==> src/rtl/mem_access_if.sv <==
// Request/acknowledge data bus between the memory-access stage and the memory
// system. The stage is the master; the memory answers with ack and read data.
interface mem_access_if;
  logic        bus_req;
  logic [31:0] bus_addr;
  logic        bus_we;
  logic [3:0]  bus_be;
  logic [31:0] bus_wdata;
  logic        bus_ack;
  logic [31:0] bus_rdata;

  modport master (
    output bus_req, bus_addr, bus_we, bus_be, bus_wdata,
    input  bus_ack, bus_rdata
  );

  modport slave (
    input  bus_req, bus_addr, bus_we, bus_be, bus_wdata,
    output bus_ack, bus_rdata
  );
endinterface

==> src/rtl/mem_access.sv <==
// RV32 memory-access stage: turns one execute-stage request into a single bus
// transaction, extends load data and presents the write-back triple.
module mem_access #(
  parameter int unsigned TIMEOUT = 255
) (
  input  logic         clk,
  input  logic         rst_n,
  input  logic [31:0]  EX_MEM_addr,
  input  logic [3:0]   EX_MEM_rden,
  input  logic         EX_MEM_rden_SEXT,
  input  logic [3:0]   EX_MEM_wren,
  input  logic [31:0]  EX_MEM_wrdata,
  input  logic [4:0]   EX_rd,
  input  logic         EX_rd_vld,
  input  logic [31:0]  EX_x_rd,
  mem_access_if.master bus,
  output logic [4:0]   MEM_rd,
  output logic         MEM_rd_vld,
  output logic [31:0]  MEM_x_rd,
  output logic         mem_stall,
  output logic         mem_err
);

  typedef enum logic {IDLE, BUS} state_e;

  localparam logic [15:0] TO_LAST = 16'(TIMEOUT - 1);

  state_e      state_q, state_d;
  logic [15:0] cnt_q, cnt_d;
  logic        req_q, req_d;
  logic [31:0] addr_q, addr_d;
  logic        we_q, we_d;
  logic [3:0]  be_q, be_d;
  logic [31:0] wdata_q, wdata_d;
  logic        sext_q, sext_d;
  logic [4:0]  cap_rd_q, cap_rd_d;
  logic        cap_vld_q, cap_vld_d;
  logic [4:0]  mem_rd_q, mem_rd_d;
  logic        mem_vld_q, mem_vld_d;
  logic [31:0] mem_x_q, mem_x_d;
  logic        err_q, err_d;

  logic        access;
  logic        legal;
  logic        abort;
  logic [3:0]  mask;

  // Mask must be a word, an aligned half or a single byte matching addr[1:0].
  function automatic logic legal_mask(input logic [3:0] m, input logic [1:0] a);
    logic ok;
    case (m)
      4'b1111: ok = (a == 2'd0);
      4'b0011: ok = (a == 2'd0);
      4'b1100: ok = (a == 2'd2);
      4'b0001: ok = (a == 2'd0);
      4'b0010: ok = (a == 2'd1);
      4'b0100: ok = (a == 2'd2);
      4'b1000: ok = (a == 2'd3);
      default: ok = 1'b0;
    endcase
    return ok;
  endfunction

  function automatic logic [31:0] load_extract(input logic [3:0]  m,
                                               input logic [31:0] rdata,
                                               input logic        sext);
    logic signed [15:0] half_s;
    logic signed [7:0]  byte_s;
    logic [31:0]        res;
    half_s = (m == 4'b1100) ? $signed(rdata[31:16]) : $signed(rdata[15:0]);
    case (m)
      4'b0010: byte_s = $signed(rdata[15:8]);
      4'b0100: byte_s = $signed(rdata[23:16]);
      4'b1000: byte_s = $signed(rdata[31:24]);
      default: byte_s = $signed(rdata[7:0]);
    endcase
    case (m)
      4'b0011, 4'b1100: res = sext ? 32'(half_s) : {16'h0000, half_s};
      4'b0001, 4'b0010,
      4'b0100, 4'b1000: res = sext ? 32'(byte_s) : {24'h000000, byte_s};
      default:          res = rdata;
    endcase
    return res;
  endfunction

  assign access = (EX_MEM_rden != 4'd0) || (EX_MEM_wren != 4'd0);
  assign mask   = (EX_MEM_wren != 4'd0) ? EX_MEM_wren : EX_MEM_rden;
  assign legal  = access && legal_mask(mask, EX_MEM_addr[1:0]);
  assign abort  = (state_q == BUS) && !bus.bus_ack && (cnt_q == TO_LAST);

  assign mem_stall = ((state_q == IDLE) && legal) ||
                     ((state_q == BUS) && !bus.bus_ack && !abort);

  always_comb begin
    state_d   = state_q;
    cnt_d     = cnt_q;
    req_d     = req_q;
    addr_d    = addr_q;
    we_d      = we_q;
    be_d      = be_q;
    wdata_d   = wdata_q;
    sext_d    = sext_q;
    cap_rd_d  = cap_rd_q;
    cap_vld_d = cap_vld_q;
    mem_rd_d  = mem_rd_q;
    mem_vld_d = 1'b0;
    mem_x_d   = mem_x_q;
    err_d     = 1'b0;
    case (state_q)
      IDLE: begin
        if (!access) begin
          mem_rd_d  = EX_rd;
          mem_vld_d = EX_rd_vld && (EX_rd != 5'd0);
          mem_x_d   = EX_x_rd;
        end else if (legal) begin
          state_d   = BUS;
          cnt_d     = 16'd0;
          req_d     = 1'b1;
          addr_d    = {EX_MEM_addr[31:2], 2'b00};
          we_d      = (EX_MEM_wren != 4'd0);
          be_d      = mask;
          wdata_d   = EX_MEM_wrdata;
          sext_d    = EX_MEM_rden_SEXT;
          cap_rd_d  = EX_rd;
          cap_vld_d = EX_rd_vld;
        end else begin
          err_d = 1'b1;
        end
      end
      BUS: begin
        if (bus.bus_ack) begin
          state_d = IDLE;
          req_d   = 1'b0;
          if (!we_q) begin
            mem_rd_d  = cap_rd_q;
            mem_vld_d = cap_vld_q && (cap_rd_q != 5'd0);
            mem_x_d   = load_extract(be_q, bus.bus_rdata, sext_q);
          end
        end else if (abort) begin
          state_d = IDLE;
          req_d   = 1'b0;
          err_d   = 1'b1;
        end else begin
          cnt_d = cnt_q + 16'd1;
        end
      end
      default: state_d = IDLE;
    endcase
  end

  always_ff @(posedge clk) begin
    if (!rst_n) begin
      state_q   <= IDLE;
      cnt_q     <= 16'd0;
      req_q     <= 1'b0;
      addr_q    <= 32'd0;
      we_q      <= 1'b0;
      be_q      <= 4'd0;
      wdata_q   <= 32'd0;
      sext_q    <= 1'b0;
      cap_rd_q  <= 5'd0;
      cap_vld_q <= 1'b0;
      mem_rd_q  <= 5'd0;
      mem_vld_q <= 1'b0;
      mem_x_q   <= 32'd0;
      err_q     <= 1'b0;
    end else begin
      state_q   <= state_d;
      cnt_q     <= cnt_d;
      req_q     <= req_d;
      addr_q    <= addr_d;
      we_q      <= we_d;
      be_q      <= be_d;
      wdata_q   <= wdata_d;
      sext_q    <= sext_d;
      cap_rd_q  <= cap_rd_d;
      cap_vld_q <= cap_vld_d;
      mem_rd_q  <= mem_rd_d;
      mem_vld_q <= mem_vld_d;
      mem_x_q   <= mem_x_d;
      err_q     <= err_d;
    end
  end

  assign bus.bus_req   = req_q;
  assign bus.bus_addr  = addr_q;
  assign bus.bus_we    = we_q;
  assign bus.bus_be    = be_q;
  assign bus.bus_wdata = wdata_q;
  assign MEM_rd        = mem_rd_q;
  assign MEM_rd_vld    = mem_vld_q;
  assign MEM_x_rd      = mem_x_q;
  assign mem_err       = err_q;

endmodule

==> src/flat_wrapper.sv <==
// flat-port wrapper written by rule: the top's interface ports become plain ports
module mem_access_flat 
#(
  parameter int unsigned TIMEOUT = 255
)
  (clk, rst_n, EX_MEM_addr, EX_MEM_rden, EX_MEM_rden_SEXT, EX_MEM_wren, EX_MEM_wrdata, EX_rd, EX_rd_vld, EX_x_rd, MEM_rd, MEM_rd_vld, MEM_x_rd, mem_stall, mem_err, bus_bus_req, bus_bus_addr, bus_bus_we, bus_bus_be, bus_bus_wdata, bus_bus_ack, bus_bus_rdata);
  mem_access_if bus_i ();
  input  logic clk;
  input  logic rst_n;
  input  logic [31:0] EX_MEM_addr;
  input  logic [3:0] EX_MEM_rden;
  input  logic EX_MEM_rden_SEXT;
  input  logic [3:0] EX_MEM_wren;
  input  logic [31:0] EX_MEM_wrdata;
  input  logic [4:0] EX_rd;
  input  logic EX_rd_vld;
  input  logic [31:0] EX_x_rd;
  output logic [4:0] MEM_rd;
  output logic MEM_rd_vld;
  output logic [31:0] MEM_x_rd;
  output logic mem_stall;
  output logic mem_err;
  output wire logic [$bits(bus_i.bus_req)-1:0] bus_bus_req;
  output wire logic [$bits(bus_i.bus_addr)-1:0] bus_bus_addr;
  output wire logic [$bits(bus_i.bus_we)-1:0] bus_bus_we;
  output wire logic [$bits(bus_i.bus_be)-1:0] bus_bus_be;
  output wire logic [$bits(bus_i.bus_wdata)-1:0] bus_bus_wdata;
  input wire logic [$bits(bus_i.bus_ack)-1:0] bus_bus_ack;
  input wire logic [$bits(bus_i.bus_rdata)-1:0] bus_bus_rdata;
  assign bus_bus_req = bus_i.bus_req;
  assign bus_bus_addr = bus_i.bus_addr;
  assign bus_bus_we = bus_i.bus_we;
  assign bus_bus_be = bus_i.bus_be;
  assign bus_bus_wdata = bus_i.bus_wdata;
  assign bus_i.bus_ack = bus_bus_ack;
  assign bus_i.bus_rdata = bus_bus_rdata;
  mem_access #(.TIMEOUT(TIMEOUT)) u_core (.clk(clk), .rst_n(rst_n), .EX_MEM_addr(EX_MEM_addr), .EX_MEM_rden(EX_MEM_rden), .EX_MEM_rden_SEXT(EX_MEM_rden_SEXT), .EX_MEM_wren(EX_MEM_wren), .EX_MEM_wrdata(EX_MEM_wrdata), .EX_rd(EX_rd), .EX_rd_vld(EX_rd_vld), .EX_x_rd(EX_x_rd), .bus(bus_i), .MEM_rd(MEM_rd), .MEM_rd_vld(MEM_rd_vld), .MEM_x_rd(MEM_x_rd), .mem_stall(mem_stall), .mem_err(mem_err));
endmodule
==> config.mk <==
export PLATFORM = sky130hd
export DESIGN_NAME = mem_access_flat
export DESIGN_NICKNAME = d
export VERILOG_FILES = /design/src/rtl/mem_access_if.sv /design/src/rtl/mem_access.sv /design/src/flat_wrapper.sv
export SDC_FILE = /design/constraint.sdc
export NUM_CORES = 1
export LEC_CHECK = 0
export ABC_AREA = 1
export CAP_MARGIN = 0
export CORE_MARGIN = 4
export CORE_UTILIZATION = 44
export DETAILED_ROUTE_END_ITERATION = 10
export PLACE_DENSITY = 0.87
export SLEW_MARGIN = 25
export SYNTH_ARGS = -nofsm -noshare
export SYNTH_HDL_FRONTEND = slang
export SYNTH_SLANG_ARGS = --single-unit
export TNS_END_PERCENT = 10
==> constraint.sdc <==
create_clock -name clk -period 2 [get_ports clk]
set_clock_uncertainty 0.15 [all_clocks]
set_input_delay 0.2 -clock clk [delete_from_list [all_inputs] [get_ports clk]]
set_output_delay 0.2 -clock clk [all_outputs]
set_load 0.01 [all_outputs]
# Word-level counts from Yosys, hierarchy flattened
# Cells that the tools add are included.
[totals]
register_bits = 131
in_bits = 146
output_inout_bits = 110
wordCells = 104
[classes]
n_addsub = 1
eq_ne = 25
n_mux = 39
bitwise = 1
n_reduce_logical = 24
[ops]
columns = ["op", "count"]
rows = [
  ["32-bit two-way mux", 5],
  ["32-bit case mux with 2 select lines", 2],
  ["16-bit two-way mux", 5],
  ["16-bit case mux with 2 select lines", 1],
  ["8-bit case mux with 3 select lines", 1],
  ["4-bit equality test (second input constant)", 5],
  ["16-bit by 1-bit adder with 16-bit output (second input constant)", 1],
  ["16-bit by 8-bit equality test with 1-bit output (second input constant)", 1],
  ["4-bit by 2-bit equality test with 1-bit output (second input constant)", 4],
  ["1-bit two-way mux", 15],
  ["5-bit two-way mux", 3],
  ["2-bit inequality test (second input constant)", 5],
  ["5-bit case mux with 2 select lines", 1],
  ["5-bit nonzero test", 2],
  ["3-bit AND reduction", 3],
  ["4-bit by 1-bit equality test with 1-bit output (second input constant)", 2],
  ["4-bit by 3-bit equality test with 1-bit output (second input constant)", 2],
  ["1-bit case mux with 2 select lines", 4],
  ["4-bit nonzero test", 2],
  ["1-bit logical AND", 7],
  ["2-bit equality test (second input constant)", 2],
  ["4-bit two-way mux", 1],
  ["2-bit by 1-bit inequality test with 1-bit output (second input constant)", 2],
  ["1-bit case mux with 4 select lines", 1],
  ["10 further kinds", 13],
]

# Logic depth before layout (Yosys ltp)
# Gate-level depths: netlist of the first run.
[depth]
depth_word = 9
mapped_depth = 15
mapped_depth_nobuf = 13

# Least setup slack after synthesis of the first run
# No wires, ideal clock.
[synth_timing]
kind = "register to register"
start = "register u_core.be_q[1], in the netlist u_core.bus.bus_be[1]"
end = "register u_core.mem_x_q[23], in the netlist u_core.MEM_x_rd[23]"
setup_time_ps = 122
t_arrival_ps = 1585
required_time_ps = 1728
path_slack_ps = 143
stages_incl_launch_ff = 11
path_buffers = 1
synth_period_minus_slack_ps = 1857
cell_sequence = "dfxtp_1 -> nor2_8 -> nand3_4 -> clkinv_2 -> nand2_1 -> nand4_2 -> nand4_4 -> nand2_4 -> buf_6 -> o21bai_1 -> a21oi_1"
[synth_between]
elab_chain_cells = 7
elab_cells_between_ends = 16
[synth_lines]
columns = ["element", "line_no", "rtl"]
rows = [
  ["start, declared", "mem_access.sv:33", "logic [3:0] be_q, be_d;"],
  ["start signal, assigned", "mem_access.sv:158", "be_q <= 4'd0;"],
  ["start signal, assigned", "mem_access.sv:173", "be_q <= be_d;"],
  ["4-bit equality test (tied with other cells)", "mem_access.sv:71, mem_access.sv:77", ""],
  ["8-bit case mux with 3 select lines / 16-bit two-way mux (equally long branches)", "mem_access.sv:71, mem_access.sv:70", ""],
  ["32-bit two-way mux (on tied branches)", "mem_access.sv:80, mem_access.sv:78", ""],
  ["32-bit case mux with 2 select lines *", "mem_access.sv:77", "case (m)"],
  ["32-bit two-way mux *", "mem_access.sv:134", "if (!we_q) begin"],
  ["32-bit two-way mux *", "mem_access.sv:131", "if (bus.bus_ack) begin"],
  ["32-bit case mux with 2 select lines *", "mem_access.sv:109", "case (state_q)"],
  ["end signal, assigned", "mem_access.sv:180", "mem_x_q <= mem_x_d;"],
  ["end, declared", "mem_access.sv:40", "logic [31:0] mem_x_q, mem_x_d;"],
]
# Mark *: on every way between the ends. The rest lies on a longest branch, timed or not. The select of a mux whose other input is x is not followed.
# A chain may end at the register's enable or synchronous reset.

# Worst setup path after layout of the first run
[layout_timing]
start = "register u_core.cnt_q[0]"
end = "register u_core.err_q, in the netlist u_core.mem_err"
[layout_between]
elab_chain_cells = 5
[layout_lines]
columns = ["element", "line_no", "rtl"]
rows = [
  ["start, declared", "mem_access.sv:29", "logic [15:0] cnt_q, cnt_d;"],
  ["start signal, assigned", "mem_access.sv:169", "cnt_q <= cnt_d;"],
  ["16-bit by 8-bit equality test with 1-bit output", "mem_access.sv:89", "assign abort = (state_q == BUS) && !bus.bus_ack && (cnt_q == TO_LAST);"],
  ["1-bit logical AND", "mem_access.sv:89", ""],
  ["1-bit two-way mux", "mem_access.sv:139", "end else if (abort) begin"],
  ["1-bit two-way mux", "mem_access.sv:131", ""],
  ["1-bit case mux with 2 select lines", "mem_access.sv:109", ""],
  ["end signal, assigned", "mem_access.sv:181", "err_q <= err_d;"],
  ["end, declared", "mem_access.sv:41", "logic err_q, err_d;"],
]
# No other way between the ends.

==> results of run 1 <==
[power breakdown]
group / total (mW) / leakage, nW / switching (mW) / internal (mW)
clock network: 3.08 / 0.274 / 1.24 / 1.85
registers: 2.82 / 1.07 / 0.0798 / 2.74
logic: 1.55 / 2.71 / 0.752 / 0.800
[layout make-up]
| type | count | area (µm²) | share of cell area |
|---|---|---|---|
| flip-flops and latches | 131 | 2640 | 0.253 |
| repair buffers | 340 | 3390 | 0.326 |
| inverters | 39 | 164 | 0.0157 |
| well taps | 180 | 225 | 0.0216 |
| multi-input cells | 686 | 3420 | 0.328 |
| clock inverters | 14 | 153 | 0.0146 |
| clock buffers | 18 | 429 | 0.0412 |
[through the flow]
| stage | setup slack, ns | total power [mW] |
|---|---|---|
| after global routing | -0.218 | 7.76 |
| after CTS | -0.205 | 7.49 |
| after floorplan | 0.143 | 3.55 |
| after detailed placement | -0.517 | 4.34 |
| after global placement | -0.455 | 4.31 |
| final | -0.179 | 7.46 |
[layer usage]
| layer | global-route usage | part of all wire | vias up |
|---|---|---|---|
| met2 | 0.469 | 0.49 | 359 |
| met4 | 0.153 | 0.045 | 2 |
| met1 | 0.309 | 0.38 | 3391 |
| li1 | - | - | 3638 |
| met5 | 0 | 0.00055 | - |
| met3 | 0.0768 | 0.086 | 90 |
[Yosys cell counts, types with 3 or more instances]
master / n
dfxtp_1: 131
o21bai_1: 11
nand3_2: 4
nor2_1: 210
o21ai_0: 124
buf_4: 4
o21bai_2: 5
xor2_1: 10
nand4_1: 14
buf_6: 9
nor3_1: 8
nor2_2: 4
buf_2: 11
a21oi_2: 5
inv_2: 5
clkbuf_1: 24
a21oi_1: 65
nand3_1: 46
a31oi_1: 5
o211ai_1: 3
o21ai_1: 18
nand2_2: 3
inv_1: 32
nand3b_1: 3
nand2_1: 130
buf_1: 3
clkbuf_2: 5
[state kept, by name (all words and copies together), names as in the netlist]
name,flops
u_core.MEM_rd,5
u_core.MEM_rd_vld,1
u_core.MEM_x_rd,32
u_core.bus.bus_addr,30
u_core.bus.bus_be,4
u_core.bus.bus_req,1
u_core.bus.bus_wdata,32
u_core.bus.bus_we,1
u_core.cap_rd_q,5
u_core.cap_vld_q,1
u_core.cnt_q,16
u_core.mem_err,1
u_core.sext_q,1
u_core.state_q,1
[kinds of logic after synthesis]
family          synth area share
compound gates             0.199
xor+xnor                  0.0165
fa+ha+maj                0.00392
buf+inv                   0.0721
flops                      0.410
other cells             0.000587
simple gates               0.297
[critical path, stage by stage, from the launching register on]
cell	delay [ns]
dfxtp_2	0.33
inv_2	0.07
ha_4	0.13
nand2_2	0.06
nor3_4	0.14
nand4_1	0.14
buf_4	0.17
buf_4	0.12
buf_6	0.10
buf_6	0.10
buf_6	0.10
buf_6	0.10
buf_6	0.10
buf_6	0.10
buf_6	0.10
a21oi_2	0.09
[timing repair]
action | in CTS | in global routing
setup buffers | 15 | 3
hold buffers | 0 | 0
cloned | 4 | 0
pin swaps | 10 | 10
resized for setup | 43 | 26
setup endpoints to repair | 40 | 130
[final timing paths]
path	endpoint	slack (ns)
max	u_core.mem_err$_SDFF_PN0_	-0.18
min	u_core.mem_err$_SDFF_PN0_	0.07
max reg2reg	u_core.mem_err$_SDFF_PN0_	-0.18
min reg2reg	u_core.bus.bus_wdata[26]$_SDFFE_PN0P_	0.33
==> impl_metrics.env, run 1 <==
export IMPL_synth_edf_count=0
export IMPL_grt_max_degree=92
export IMPL_required_ns=2.20
export IMPL_final_core_util=0.742
export IMPL_rsz0062_at_grt="yes"
export IMPL_clkSinkCount=131
export IMPL_synth_seq_cells=131
export IMPL_die_x_um=128
export IMPL_rows=43
export IMPL_totalWireLength_um=23600
export IMPL_critPathKind="reg2reg"
export IMPL_route_detailed_drc=0
export IMPL_hp_start="rst_n"
export IMPL_finalInstanceArea_um2=10400
export IMPL_layout_common_cells="247 x clkdlybuf4s50_1, 210 x nor2_1, 126 x nand2_1"
export IMPL_grt_usage=0.275
export IMPL_violations="setup timing"
export IMPL_wl_per_cell_um=16.8
export IMPL_timing_rr_start="u_core.cnt_q[0]$_SDFFE_PN0P_"
export IMPL_tns_ns=-0.387
export IMPL_fmax_mhz=459
export IMPL_dr_pass1_iters=7
export IMPL_cts_tree="done"
export IMPL_antenna_cells=0
export IMPL_start_util=0.455
export IMPL_fin_crit_ns=2.18
export IMPL_startpoint_type="register"
export IMPL_cap_violations=0
export IMPL_finalSetupViolations=3
export IMPL_hold_depth=3
export IMPL_antenna_found_initial=1
export IMPL_overflow=0
export IMPL_ys_types=41
export IMPL_drive_above_1_share=0.147
export IMPL_hp_class="in2reg"
export IMPL_clkSlewWorstSetupHoldPaths_ns=0.06
export IMPL_detailed_place_area_um2=9420
export IMPL_drtAntennaViolNets=0
export IMPL_layout_commonest_cell="clkdlybuf4s50_1"
export IMPL_startpoint="u_core.cnt_q[0]$_SDFFE_PN0P_"
export IMPL_grt_pass1_wl_um=36000
export IMPL_coreArea_um2=14000
export IMPL_vias=7480
export IMPL_port_buffers=253
export IMPL_ys_flop_type="dfxtp_1"
export IMPL_insertion_delay_ns=0.42
export IMPL_finalWeightedCongestion=0.952
export IMPL_numCtsBuffers=17
export IMPL_hpwl_um=16100
export IMPL_viasPerCell=5.31
export IMPL_clk_path_buf_depth=2
export IMPL_status="finished, violations left"
export IMPL_layout_nets=1363
export IMPL_grt_pass1_vias=7310
export IMPL_leakagePower_nw=4.05
export IMPL_drtIter0Drc=526
export IMPL_placed_cells=1355
export IMPL_fin_ws_ns=-0.179
export IMPL_p_per_area_nw_per_um2=716
export IMPL_syn_cell_area_um2=6390
export IMPL_area_growth_pct=63.2
export IMPL_fin_cells=1408
export IMPL_nFillCells=1047
export IMPL_htreeDepth=4
export IMPL_die_h_um=128
export IMPL_synth_top_area_frac=0.410
export IMPL_boundaryPins=256
export IMPL_async_reset_ff_frac=0
export IMPL_hold_viol=0
export IMPL_synth_top_area_cell="dfxtp_1"
export IMPL_hold_slack_ns=0.0685
export IMPL_post_route_period_util=1.09
export IMPL_ir_worst_vdd_mv=0.590
export IMPL_cts_root_buffer="clkbuf_16"
export IMPL_synth_cells=911
export IMPL_crit_fanout=2
export IMPL_cp_arrival_ns=2.38
export IMPL_synth_area_leaders="dfxtp_1 41%, nor2_1 12%, o21ai_0 9.7%"
export IMPL_ys_seq_area_frac=0.410
export IMPL_r2r_cells=15
export IMPL_yosysWarnings=0
export IMPL_drv_slew=0
export IMPL_end_kind="register"
export IMPL_avgSynthCellArea_um2=7.01
export IMPL_fp_dieArea_um2=16500
No activity file was read; power rests on OpenSTA's default activity.
==> inputs of run 2 (changes only) <==
--- a/config.mk
+++ b/config.mk
@@ -11,6 +11,7 @@
 export CORE_UTILIZATION = 44
 export DETAILED_ROUTE_END_ITERATION = 10
 export PLACE_DENSITY = 0.87
+export RECOVER_POWER = 100
 export SLEW_MARGIN = 25
 export SYNTH_ARGS = -nofsm -noshare
 export SYNTH_HDL_FRONTEND = slang
==> impl_metrics.env, run 2 (synthesis gave the netlist of run 1 again) <==
export IMPL_grt_usage=0.275
export IMPL_layout_common_cells="210 x nor2_1, 140 x clkdlybuf4s50_1, 127 x nand2_1"
export IMPL_totalWireLength_um=23600
export IMPL_post_route_period_util=1.09
export IMPL_area_growth_pct=61.9
export IMPL_leakagePower_nw=4.37
export IMPL_hp_start="rst_n"
export IMPL_viasPerCell=5.31
export IMPL_port_buffers=253
export IMPL_fin_cells=1408
export IMPL_wl_per_cell_um=16.7
export IMPL_drtAntennaViolNets=0
export IMPL_boundaryPins=256
export IMPL_layout_commonest_cell="nor2_1"
export IMPL_finalWeightedCongestion=0.952
export IMPL_clockPowerShare=0.417
export IMPL_pre_cts_ws_ns=-0.517
export IMPL_htreeDepth=4
export IMPL_fmax_mhz=460
export IMPL_required_ns=2.20
export IMPL_coreArea_um2=14000
export IMPL_die_x_um=128
export IMPL_ir_worst_vdd_mv=0.589
export IMPL_p_per_area_nw_per_um2=714
export IMPL_critPathKind="reg2reg"
export IMPL_violations="setup timing"
export IMPL_pwr_share_seq=0.382
export IMPL_regArea_um2=2640
export IMPL_p_sw_frac=0.278
export IMPL_die_h_um=128
export IMPL_insertion_delay_ns=0.42
export IMPL_hold_slack_ns=0.0653
export IMPL_route_detailed_drc=0
export IMPL_cts_root_buffer="clkbuf_16"
export IMPL_worstReg2RegEnd="u_core.mem_err$_SDFF_PN0_"
export IMPL_fin_crit_ns=2.17
export IMPL_startpoint="u_core.cnt_q[0]$_SDFFE_PN0P_"
export IMPL_finalSetupViolations=15
export IMPL_drv_slew=0
export IMPL_timing_rr_start="u_core.cnt_q[0]$_SDFFE_PN0P_"
export IMPL_numCtsBuffers=17
export IMPL_whs_endpoint="u_core.mem_err$_SDFF_PN0_"
export IMPL_ff2ff_setup_slack_ns=-0.17
export IMPL_nFillCells=1062
export IMPL_cp_arrival_ns=2.37
export IMPL_antenna_found_initial=1
export IMPL_power_frac_comb=0.201
export IMPL_cts_tree="done"
export IMPL_clkSinkCount=131
export IMPL_final_core_util=0.736
export IMPL_rows=43
export IMPL_vias=7470
export IMPL_fp_dieArea_um2=16500
export IMPL_tns_ns=-0.589
export IMPL_dr_pass1_iters=7
export IMPL_hpwl_um=16100
export IMPL_grt_pass1_wl_um=36000
export IMPL_hold_depth=3
export IMPL_p_sw_mw=2.05
export IMPL_cts_hold_buf=0
export IMPL_r2r_cells=15
export IMPL_fin_ws_ns=-0.172
export IMPL_clkSlewWorstSetupHoldPaths_ns=0.06
export IMPL_drive_above_1_share=0.143
export IMPL_placed_cells=1355
export IMPL_antenna_cells=0
export IMPL_multi_input_area_um2=3400
export IMPL_finalInstanceArea_um2=10300
export IMPL_clk_path_buf_depth=2
export IMPL_p_int_mw=5.33
export IMPL_layout_nets=1363
export IMPL_start_util=0.455
export IMPL_crit_fanout=2
export IMPL_rsz0062_at_grt="yes"
export IMPL_overflow=0
export IMPL_end_kind="register"
export IMPL_cap_violations=0
export IMPL_grt_pass1_vias=7310
export IMPL_startpoint_type="register"
export IMPL_detailed_place_area_um2=9420
export IMPL_p_total_mw=7.39
export IMPL_hold_viol=0
export IMPL_status="finished, violations left"
export IMPL_grt_max_degree=92
export IMPL_drtIter0Drc=542
export IMPL_hp_class="in2reg"
==> run 2: cell count changes in the layout (fill, tap and decap cells not counted), sizes merged <==
cell	previous run	this run
inv	39	41
buf	89	88
clkbuf	18	19
clkdlybuf4s50	247	140
dlygate4sd3	0	107
clkinv	7	5
==> run 2: layout make-up <==
type | count | share of cell area
Multi-Input combinational cell | 686 | 0.329
Timing Repair Buffer | 340 | 0.323
Sequential cell | 131 | 0.255
Clock buffer | 18 | 0.0415
Tap cell | 180 | 0.0218
Clock inverter | 14 | 0.0148
Inverter | 39 | 0.0148
==> run 2: worst max path at each step <==
stage | to | slack [ns]
final | u_core.mem_err$_SDFF_PN0_ | -0.17
after floorplan | u_core.MEM_x_rd[23]$_SDFFE_PN0P_ | 0.14
after detailed placement | mem_stall | -0.52
after global placement | mem_stall | -0.45
after CTS | mem_stall | -0.21
after global routing | mem_stall | -0.22
==> run 2: timing repair <==
action / CTS / global route
pin swaps: 10 / 10
setup endpoints to repair: 40 / 130
gates resized for setup: 43 / 26
buffers inserted: 15 / 3
gates cloned: 4 / 0
==> run 2: power by group through the flow <==
stage / Sequential (mW) / Clock (mW) / Combinational (mW)
2_1_floorplan: 2.93 / 0 / 0.617
3_3_place_gp: 2.87 / 0 / 1.44
3_5_place_dp: 2.88 / 0 / 1.46
4_1_cts: 2.82 / 3.13 / 1.54
5_1_grt: 2.84 / 3.24 / 1.61
6_report: 2.82 / 3.08 / 1.48
==> run 2: critical path: stages, from the launching register on <==
cell and delay [ns]:
dfxtp_2 0.33, inv_2 0.07, ha_4 0.13, nand2_2 0.06, nor3_4 0.13, nand4_1 0.14, buf_4 0.17, buf_4 0.12
buf_6 0.10, buf_6 0.10, buf_6 0.10, buf_6 0.10, buf_6 0.10, buf_6 0.10, buf_6 0.10, a21oi_2 0.09
==> run 2: per-layer routing <==
layer | track usage | part of all wire
met1 | 0.309 | 0.38
met2 | 0.469 | 0.49
met3 | 0.0768 | 0.086
met4 | 0.153 | 0.043
met5 | 0 | 0.00055
==> inputs of run 3 (changes only) <==
--- a/config.mk
+++ b/config.mk
@@ -9,6 +9,7 @@
 export CAP_MARGIN = 0
 export CORE_MARGIN = 4
 export CORE_UTILIZATION = 44
+export CTS_CLUSTER_DIAMETER = 60
 export DETAILED_ROUTE_END_ITERATION = 10
 export PLACE_DENSITY = 0.87
 export RECOVER_POWER = 100
==> results of run 3 <==
No change in the layout: final DEF, timing and power equal those of run 2.
